`config.mk`:
```
export PLATFORM = sky130hd
export DESIGN_NAME = timer_ctrl_flat
export DESIGN_NICKNAME = d
export VERILOG_FILES = /design/src/rtl/timer_ctrl_if.sv /design/src/rtl/timer_ctrl.sv /design/src/flat_wrapper.sv
export SDC_FILE = /design/constraint.sdc
export NUM_CORES = 1
export LEC_CHECK = 0
export ABC_AREA = 0
export BUFFER_PORTS_ARGS = -buffer_cell sky130_fd_sc_hd__buf_2
export CELL_PAD_IN_SITES_DETAIL_PLACEMENT = 1
export CELL_PAD_IN_SITES_GLOBAL_PLACEMENT = 2
export CORE_ASPECT_RATIO = 0.8
export CORE_MARGIN = 2
export CORE_UTILIZATION = 38
export DETAILED_ROUTE_END_ITERATION = 16
export MAX_ROUTING_LAYER = met4
export PLACE_DENSITY = 0.82
export REMOVE_ABC_BUFFERS = 1
export SLEW_MARGIN = 15
export SYNTH_ARGS = -nofsm -noshare
export SYNTH_HDL_FRONTEND = slang
export SYNTH_SLANG_ARGS = --single-unit
export TNS_END_PERCENT = 10
```
`constraint.sdc`:
```
create_clock -name clk -period 3.1 [get_ports clk]
set_clock_uncertainty 0.2 [all_clocks]
set_input_delay 0.465 -clock clk [delete_from_list [all_inputs] [get_ports clk]]
set_output_delay 0.465 -clock clk [all_outputs]
set_load 0.03 [all_outputs]
```
`src/rtl/timer_ctrl_if.sv`:
```
// Signal bundle between the countdown sequencer and its surroundings (KEY inputs, timer datapath).
// The slave side is the sequencer. The master side drives the buttons, presets and timer_done.
interface timer_ctrl_if;
  logic       btn_start;
  logic       btn_pause;
  logic [3:0] preset_tens;
  logic [3:0] preset_ones;
  logic       timer_done;
  logic       tmr_load;
  logic [3:0] tmr_tens;
  logic [3:0] tmr_ones;
  logic       tmr_tick;
  logic       alarm;
  logic       preset_err;
  logic [3:0] round_idx;
  logic [2:0] state;

  modport slave (
    input  btn_start, btn_pause, preset_tens, preset_ones, timer_done,
    output tmr_load, tmr_tens, tmr_ones, tmr_tick, alarm, preset_err, round_idx, state
  );

  modport master (
    output btn_start, btn_pause, preset_tens, preset_ones, timer_done,
    input  tmr_load, tmr_tens, tmr_ones, tmr_tick, alarm, preset_err, round_idx, state
  );
endinterface

```
`src/rtl/timer_ctrl.sv`:
```
// Sequencer for the two-digit BCD countdown timer: button edges to load/tick pulses,
// tick prescaler, multi-round re-arm and a timed alarm. Every output comes from a register.
module timer_ctrl #(
  parameter int unsigned TICK_DIV     = 50_000_000,
  parameter int unsigned NUM_ROUNDS   = 1,
  parameter int unsigned ALARM_CYCLES = 100_000_000
) (
  input  logic        clk,
  input  logic        reset,
  timer_ctrl_if.slave bus
);

  localparam int unsigned PrescW = (TICK_DIV > 1) ? $clog2(TICK_DIV) : 1;
  localparam int unsigned AlarmW = (ALARM_CYCLES > 1) ? $clog2(ALARM_CYCLES) : 1;
  localparam logic [PrescW-1:0] PrescMax  = PrescW'(TICK_DIV - 1);
  localparam logic [AlarmW-1:0] AlarmMax  = AlarmW'(ALARM_CYCLES - 1);
  localparam logic [3:0]        LastRound = 4'(NUM_ROUNDS - 1);

  typedef enum logic [2:0] {
    StIdle  = 3'd0,
    StLoad  = 3'd1,
    StRun   = 3'd2,
    StPause = 3'd3,
    StAlarm = 3'd4
  } state_e;

  state_e              state_q, state_d;
  logic                start_prev_q, pause_prev_q;
  logic [PrescW-1:0]   presc_q, presc_d;
  logic [AlarmW-1:0]   alarm_cnt_q, alarm_cnt_d;
  logic [3:0]          round_q, round_d;
  logic [3:0]          tens_q, tens_d;
  logic [3:0]          ones_q, ones_d;
  logic                load_q, load_d;
  logic                tick_q, tick_d;
  logic                alarm_q, alarm_d;
  logic                err_q, err_d;

  logic start_press, pause_press, preset_ok;

  assign start_press = bus.btn_start & ~start_prev_q;
  assign pause_press = bus.btn_pause & ~pause_prev_q;
  assign preset_ok   = (bus.preset_tens <= 4'd9) && (bus.preset_ones <= 4'd9) &&
                       !((bus.preset_tens == 4'd0) && (bus.preset_ones == 4'd0));

  always_comb begin
    state_d     = state_q;
    presc_d     = presc_q;
    alarm_cnt_d = '0;
    round_d     = round_q;
    tens_d      = tens_q;
    ones_d      = ones_q;
    err_d       = 1'b0;
    tick_d      = 1'b0;

    unique case (state_q)
      StIdle: begin
        if (start_press) begin
          if (preset_ok) begin
            state_d = StLoad;
            round_d = '0;
          end else begin
            err_d = 1'b1;
          end
        end
      end
      StLoad: begin
        presc_d = '0;
        state_d = StRun;
      end
      StRun: begin
        if (bus.timer_done && (round_q < LastRound)) begin
          round_d = round_q + 4'd1;
          state_d = StLoad;
        end else if (bus.timer_done) begin
          state_d = StAlarm;
        end else if (pause_press) begin
          state_d = StPause;
        end
        // Leaving on the wrap cycle holds the prescaler at max so the tick fires after resume.
        if (presc_q == PrescMax) begin
          if (state_d == StRun) begin
            presc_d = '0;
            tick_d  = 1'b1;
          end
        end else begin
          presc_d = presc_q + 1'b1;
        end
      end
      StPause: begin
        if (start_press) begin
          round_d = '0;
          state_d = StLoad;
        end else if (pause_press) begin
          state_d = StRun;
        end
      end
      StAlarm: begin
        alarm_cnt_d = alarm_cnt_q + 1'b1;
        if ((alarm_cnt_q == AlarmMax) || start_press || pause_press) begin
          state_d     = StIdle;
          round_d     = '0;
          alarm_cnt_d = '0;
        end
      end
      default: begin
        state_d = StIdle;
        round_d = '0;
      end
    endcase

    // LOAD is one cycle long, so state_d == StLoad only on entry.
    if (state_d == StLoad) begin
      tens_d = bus.preset_tens;
      ones_d = bus.preset_ones;
    end

    load_d  = (state_d == StLoad);
    alarm_d = (state_d == StAlarm);
  end

  always_ff @(posedge clk or posedge reset) begin
    if (reset) begin
      state_q      <= StIdle;
      start_prev_q <= 1'b1;
      pause_prev_q <= 1'b1;
      presc_q      <= '0;
      alarm_cnt_q  <= '0;
      round_q      <= '0;
      tens_q       <= '0;
      ones_q       <= '0;
      load_q       <= 1'b0;
      tick_q       <= 1'b0;
      alarm_q      <= 1'b0;
      err_q        <= 1'b0;
    end else begin
      state_q      <= state_d;
      start_prev_q <= bus.btn_start;
      pause_prev_q <= bus.btn_pause;
      presc_q      <= presc_d;
      alarm_cnt_q  <= alarm_cnt_d;
      round_q      <= round_d;
      tens_q       <= tens_d;
      ones_q       <= ones_d;
      load_q       <= load_d;
      tick_q       <= tick_d;
      alarm_q      <= alarm_d;
      err_q        <= err_d;
    end
  end

  assign bus.tmr_load   = load_q;
  assign bus.tmr_tens   = tens_q;
  assign bus.tmr_ones   = ones_q;
  assign bus.tmr_tick   = tick_q;
  assign bus.alarm      = alarm_q;
  assign bus.preset_err = err_q;
  assign bus.round_idx  = round_q;
  assign bus.state      = state_q;

endmodule

```
`src/flat_wrapper.sv`:
```
// flat-port wrapper written by rule: the top's interface ports become plain ports
module timer_ctrl_flat 
#(
  parameter int unsigned TICK_DIV     = 50_000_000,
  parameter int unsigned NUM_ROUNDS   = 1,
  parameter int unsigned ALARM_CYCLES = 100_000_000
)
  (clk, reset, bus_btn_start, bus_btn_pause, bus_preset_tens, bus_preset_ones, bus_timer_done, bus_tmr_load, bus_tmr_tens, bus_tmr_ones, bus_tmr_tick, bus_alarm, bus_preset_err, bus_round_idx, bus_state);
  timer_ctrl_if bus_i ();
  input  logic clk;
  input  logic reset;
  input wire logic [$bits(bus_i.btn_start)-1:0] bus_btn_start;
  input wire logic [$bits(bus_i.btn_pause)-1:0] bus_btn_pause;
  input wire logic [$bits(bus_i.preset_tens)-1:0] bus_preset_tens;
  input wire logic [$bits(bus_i.preset_ones)-1:0] bus_preset_ones;
  input wire logic [$bits(bus_i.timer_done)-1:0] bus_timer_done;
  output wire logic [$bits(bus_i.tmr_load)-1:0] bus_tmr_load;
  output wire logic [$bits(bus_i.tmr_tens)-1:0] bus_tmr_tens;
  output wire logic [$bits(bus_i.tmr_ones)-1:0] bus_tmr_ones;
  output wire logic [$bits(bus_i.tmr_tick)-1:0] bus_tmr_tick;
  output wire logic [$bits(bus_i.alarm)-1:0] bus_alarm;
  output wire logic [$bits(bus_i.preset_err)-1:0] bus_preset_err;
  output wire logic [$bits(bus_i.round_idx)-1:0] bus_round_idx;
  output wire logic [$bits(bus_i.state)-1:0] bus_state;
  assign bus_i.btn_start = bus_btn_start;
  assign bus_i.btn_pause = bus_btn_pause;
  assign bus_i.preset_tens = bus_preset_tens;
  assign bus_i.preset_ones = bus_preset_ones;
  assign bus_i.timer_done = bus_timer_done;
  assign bus_tmr_load = bus_i.tmr_load;
  assign bus_tmr_tens = bus_i.tmr_tens;
  assign bus_tmr_ones = bus_i.tmr_ones;
  assign bus_tmr_tick = bus_i.tmr_tick;
  assign bus_alarm = bus_i.alarm;
  assign bus_preset_err = bus_i.preset_err;
  assign bus_round_idx = bus_i.round_idx;
  assign bus_state = bus_i.state;
  timer_ctrl #(.TICK_DIV(TICK_DIV), .NUM_ROUNDS(NUM_ROUNDS), .ALARM_CYCLES(ALARM_CYCLES)) u_core (.clk(clk), .reset(reset), .bus(bus_i));
endmodule
```
# [After elaboration in Yosys (flattened, before gate mapping)]
# Index checks and enable logic that the tools add are counted.
[word_totals] out_inout_bits=19 word_cells=78 regBits=74 inputBits=13
[classes] reduce_logical=13 n_mux=27 n_eq_ne=15 n_addsub=3 n_lt_le_gt_ge=3 bitwise=5
[op_table] cell="27-bit two-way mux" n=2
[op_table] cell="26-bit two-way mux" n=2
[op_table] cell="26-bit case mux with 2 select lines" n=1
[op_table] cell="27-bit by 1-bit adder with 27-bit output, second input constant" n=1
[op_table] cell="27-bit equality test, second input constant" n=1
[op_table] cell="3-bit two-way mux" n=9
[op_table] cell="26-bit by 1-bit adder with 26-bit output, second input constant" n=1
[op_table] cell="26-bit equality test, second input constant" n=1
[op_table] cell="4-bit two-way mux" n=5
[op_table] cell="4-bit case mux with 5 select lines" n=1
[op_table] cell="3-bit case mux with 5 select lines" n=1
[op_table] cell="2-bit by 1-bit inequality test with 1-bit output, second input constant" n=5
[op_table] cell="3-bit by 2-bit equality test with 1-bit output, second input constant" n=3
[op_table] cell="4-bit <= comparator, second input constant" n=2
[op_table] cell="4-bit logical NOT" n=2
[op_table] cell="3-bit by 1-bit equality test with 1-bit output, second input constant" n=2
[op_table] cell="3-bit equality test, second input constant" n=2
[op_table] cell="1-bit two-way mux" n=6
[op_table] cell="6-bit AND reduction" n=1
[op_table] cell="4-bit by 1-bit adder with 4-bit output, second input constant" n=1
[op_table] cell="1-bit logical AND" n=4
[op_table] cell="4-bit by 1-bit less-than comparator with 1-bit output, second input constant" n=1
[op_table] cell="3-bit logical NOT" n=1
[op_table] cell="3-bit inequality test, second input constant" n=1
[op_table] cell="other kinds (6)" n=10

# [Logic depth before layout (Yosys ltp)]
[logic_depth] ltp_word=10 ltp_mapped=8 mapped_depth_nobuf=6

# [Worst setup path after synthesis]
# OpenSTA, ideal clock, no wires.
[synth_timing] kind="input port to flip-flop" from="input port bus_preset_ones[3]" to="register u_core.ones_q[0], in the netlist u_core.bus.tmr_ones[0]" path_buffers=1 required_ps=2775 slack_ps=825 t_arrival_ps=1949 setup_ps=125 path_stages=6 cell_sequence="or4_1 -> o211a_1 -> a32o_1 -> o21a_1 -> buf_6 -> mux2_4"
[synth_via] elab_chain_len=8 word_cells_on_any_way=10 classes_between="order compare: 1; eq/ne: 1; mux: 3; reduce/logical: 5"
[synth_lines] element="start: declaration" line="flat_wrapper.sv:15" rtl="input wire logic [$bits(bus_i.preset_ones)-1:0] bus_preset_ones;"
[synth_lines] element="branches (longest 3 deep; another with 4-bit <= comparator)"
[synth_lines] element="1-bit logical AND *" line="timer_ctrl.sv:43" rtl="assign preset_ok = (bus.preset_tens <= 4'd9) && (bus.preset_ones <= 4'd9) &&"
[synth_lines] element="3-bit two-way mux *" line="timer_ctrl.sv:59" rtl="if (preset_ok) begin"
[synth_lines] element="3-bit two-way mux *" line="timer_ctrl.sv:58" rtl="if (start_press) begin"
[synth_lines] element="3-bit case mux with 5 select lines *" line="timer_ctrl.sv:56" rtl="unique case (state_q)"
[synth_lines] element="via u_core.state_d[0]" line="timer_ctrl.sv:27" rtl="state_e state_q, state_d;"
[synth_lines] element="3-bit by 1-bit equality test with 1-bit output *"
[synth_lines] element="via u_core.load_d" line="timer_ctrl.sv:34" rtl="logic load_q, load_d;"
[synth_lines] element="end signal: assignment" line="timer_ctrl.sv:144" rtl="ones_q <= ones_d;"
[synth_lines] element="end: declaration" line="timer_ctrl.sv:33" rtl="logic [3:0] ones_q, ones_d;"
# Mark *: on every way through the listed nets, which the timed path passes.
# A chain may end at the register's enable or synchronous reset.

# [Worst setup path in the final report]
[layout_timing] from="register u_core.presc_q[0]" to="register u_core.presc_q[24]"
[layout_via] elab_chain_len=3 word_cells_on_any_way=6 classes_between="add/sub: 1; eq/ne: 2; mux: 2; reduce/logical: 1"
[layout_lines] element="start: declaration" line="timer_ctrl.sv:29" rtl="logic [PrescW-1:0] presc_q, presc_d;"
[layout_lines] element="start signal: assignment" line="timer_ctrl.sv:140" rtl="presc_q <= presc_d;"
[layout_lines] element="26-bit by 1-bit adder with 26-bit output or 26-bit equality test (tied branches)" line="timer_ctrl.sv:87, timer_ctrl.sv:81"
[layout_lines] element="26-bit two-way mux or 3-bit inequality test (tied branches)"
[layout_lines] element="26-bit case mux with 2 select lines or 2-bit AND reduction (tied branches)"
# Several ways; a longest one is shown, not always the timed one.

==> metrics.md <==
| Metric | Value |
|---|---|
| WL/cell | roughly 17 microns |
| Initial antenna violation count | 0 |
| Vias post-DR | about 2800 |
| Final Net Count | 409 |
| Clock buffer depth | 2 |
| Share of cells above drive strength 1 | roughly 17% |
| Largest net degree at the start of global routing | just over 40 |
| Clock Pin Slew Worst Setup and Hold Paths | ~0.06 ns |
| Area Growth Syn to Fin | 15.3% |
| Antenna Nets Post-Route | 0 |
| Crit. End Element | flip-flop |
| Die Span X | 113 microns |
| CP max-delay cell | o21ai_1 |
| #FFs+latches synth | 70 |
| Cell variety after synth | 54 |
| Critical path's largest stage delay | about 0.64 ns |
| Sequential element share of the synthesized area | about half |
| Pins over their slew limit | 0 |
| Detailed Route Iter0 Violations | around 80 |
| CTS tree | yes |
| Req. time, crit path | ~3.1 ns |
| Crit-path max FO | 11 |
| Max-cap violations | 0 |
| Worst-margin pin slew | just under 0.8 ns |
| Synth async-reset ratio | 100% |
| Leakage | 1.73 nW |
| Most frequent cells in the layout | dfrtp_1 (68), nor2_1 (48), buf_2 (27) |
| Cells after Synth | 365 |
| Hold crit path type | in2async |
| Inst Count DP | roughly 500 |
| Hold buffers post-CTS | 0 |
| First-pass iteration count of the detailed router | 4 |
| Setup ws final | 0.579 ns |
| Total die area | a little over 10000 sq um |
| FILL cells | between 1000 and 1500 |
| Outcome | complete, no violations |
| Setup slack, reg-to-reg | a little under 0.6 ns |
| Crit path cell chain | ha_1, nand3_2, or3_4, o21ai_1, or4_1, nand3_1 |
| Initial Util | about two fifths |
| Fin crit share | around four fifths |
| Synth warn | 0 |
| Fin. Hold Viols | 0 |
| Clock latency on the worst-skew pair | between 0.3 and 0.4 ns |
| DRC viols | 0 |
| Overflow after GRT | 0 |
| Drt total wl | 8630 microns |
| Final RePlAce weighted congestion | 0.796 |
| Final setup fails | 0 |
| Cts bufs inserted | 9 |
| DR vias/cell | 5.46 |
| Post-route cell area | 4150 sq um |
| Final min period | approximately 2.5 ns |
| Arrival time worst endpoint | between 2 and 3 ns |
| Setup Buffers After CTS | 0 |
| Most common cell after layout, fill and taps aside | dfrtp_1 |
| H-tree depth | 3 |
| Post_cts resized | 0 |
| Fin cells | between 500 and 600 |
| Sink Count | 70 |
| Area occupied by multi-input gates | between 1500 and 2000 sq um |
| FF/Latch Area | about 1800 sq um |
| Startpoint Class | flip-flop |
| Slew HR | about half |
| Hpwl dp | just over 6000 microns |
| Die height | 91.0 microns |
| GRT Util Overall | about a fifth |
| Ant diodes | 0 |
| Max Clk Rate | between 0.3 and 0.4 GHz |
| Buffers on Ports | 27 |
| Power density cells | about 700 nW/um^2 |
| Std cell rows | 31 |
| Synth Cell Area | 3600 sq um |
| Place WS | 0.544 ns |
| Core ar. | 9110 sq um |
| IO Pins | 32 |
| Area after DPL | ~3800 sq um |
| RSZ-0062 raised after global routing | no |
| Number of global-route vias before repair | 2920 |
| Worst vdd ir | about 450 uV |
| Wire length of the first global-routing pass | approximately 15000 microns |
| Ys flop type | dfrtp_1 |
| Hold Slack | ~0.042 ns |
| Clock root buffer | clkbuf_16 |
| EDFF count, synth | 0 |
| WS Path Type | reg2reg |
| Syn Area/Cell | roughly 10 sq um |
| Final setup TNS | 0 ns |
[synth_stat cells (all sizes together) (9+ instances only)]
master  number  area (sq um)
dfrtp       68          1700
nor2        49           186
nand4       20           125
buf         10          67.6
nand2       19          71.3
or3          9          61.3
inv         10          37.5
xnor2       10          87.6
nand3       26           135
o21ai       27           135
xor2        21           184
a21oi       10          50.1
[cells by family after synthesis]
logic type               synth area share [%]
XOR/XNOR                                 7.55
multiplexers                             3.62
AND/OR/NAND/NOR                          25.3
buffers and inverters                    3.76
AO/OA/AOI/OAI                            10.2
flip-flops                               48.7
other                                   0.104
adder cells (fa/ha/maj)                 0.695
[report_power, final]
| group | switching, W | internal, W | total [W] |
|---|---|---|---|
| sequential | 0.000164 | 0.00106 | 0.00122 |
| combinational | 0.000450 | 0.000283 | 0.000734 |
| clock | 0.000405 | 0.000630 | 0.00104 |
[final timing paths]
path / from / endpoint / depth (start not counted)
worst max-delay path: u_core.presc_q[0]$_DFFE_PP0P_ / u_core.presc_q[24]$_DFFE_PP0P_ / 6
worst min-delay path: reset / u_core.alarm_cnt_q[23]$_DFF_PP0_ / 2
worst min register to register: u_core.presc_q[6]$_DFFE_PP0P_ / u_core.presc_q[6]$_DFFE_PP0P_ / 1
worst max register to register: u_core.presc_q[0]$_DFFE_PP0P_ / u_core.presc_q[24]$_DFFE_PP0P_ / 6
max in group asynchronous: reset / u_core.start_prev_q$_DFF_PP1_ / 3
min in group clk: bus_btn_pause / u_core.pause_prev_q$_DFF_PP1_ / 1
[state kept, by name, indices dropped and copies added (netlist names)]
name	flops
u_core.bus.state	3
u_core.start_prev_q	1
u_core.bus.tmr_tick	1
u_core.presc_q	26
u_core.bus.preset_err	1
u_core.bus.tmr_ones	4
u_core.bus.tmr_tens	4
u_core.alarm_cnt_q	27
u_core.bus.alarm	1
u_core.pause_prev_q	1
u_core.bus.tmr_load	1
[through the flow]
| step | total power (W) | utilization [%] |
|---|---|---|
| 3_5_place_dp | 0.00198 | 42.2 |
| 2_1_floorplan | 0.00171 | - |
| 3_3_place_gp | 0.00195 | 42.2 |
| 5_1_grt | 0.00316 | 45.5 |
| 6_report | 0.00299 | 45.5 |
| 4_1_cts | 0.00302 | 45.5 |
[cell type report]
cell class,instances,share of cell area [%]
clock buffers,10,5.52
well taps,115,3.47
multi-input cells,270,41.5
clock inverters,6,1.69
repair buffers,33,4.65
inverters,10,0.905
flip-flops and latches,70,42.3
[critical path: cells and delay by family (launching register included)]
kind | cells | cell delay [ns]
flops | 1 | 0.42
simple gates | 4 | 0.92
fa+ha+maj | 1 | 0.22
compound gates | 1 | 0.64
[metal layers]
| metal | part of all wire [%] | track usage, % |
|---|---|---|
| met5 | 0 | - |
| met4 | 0.93 | 4.88 |
| met3 | 3.4 | 3.27 |
| met2 | 42 | 25.9 |
| met1 | 54 | 28.6 |
Note: power is estimated with default switching activity, not from simulation.
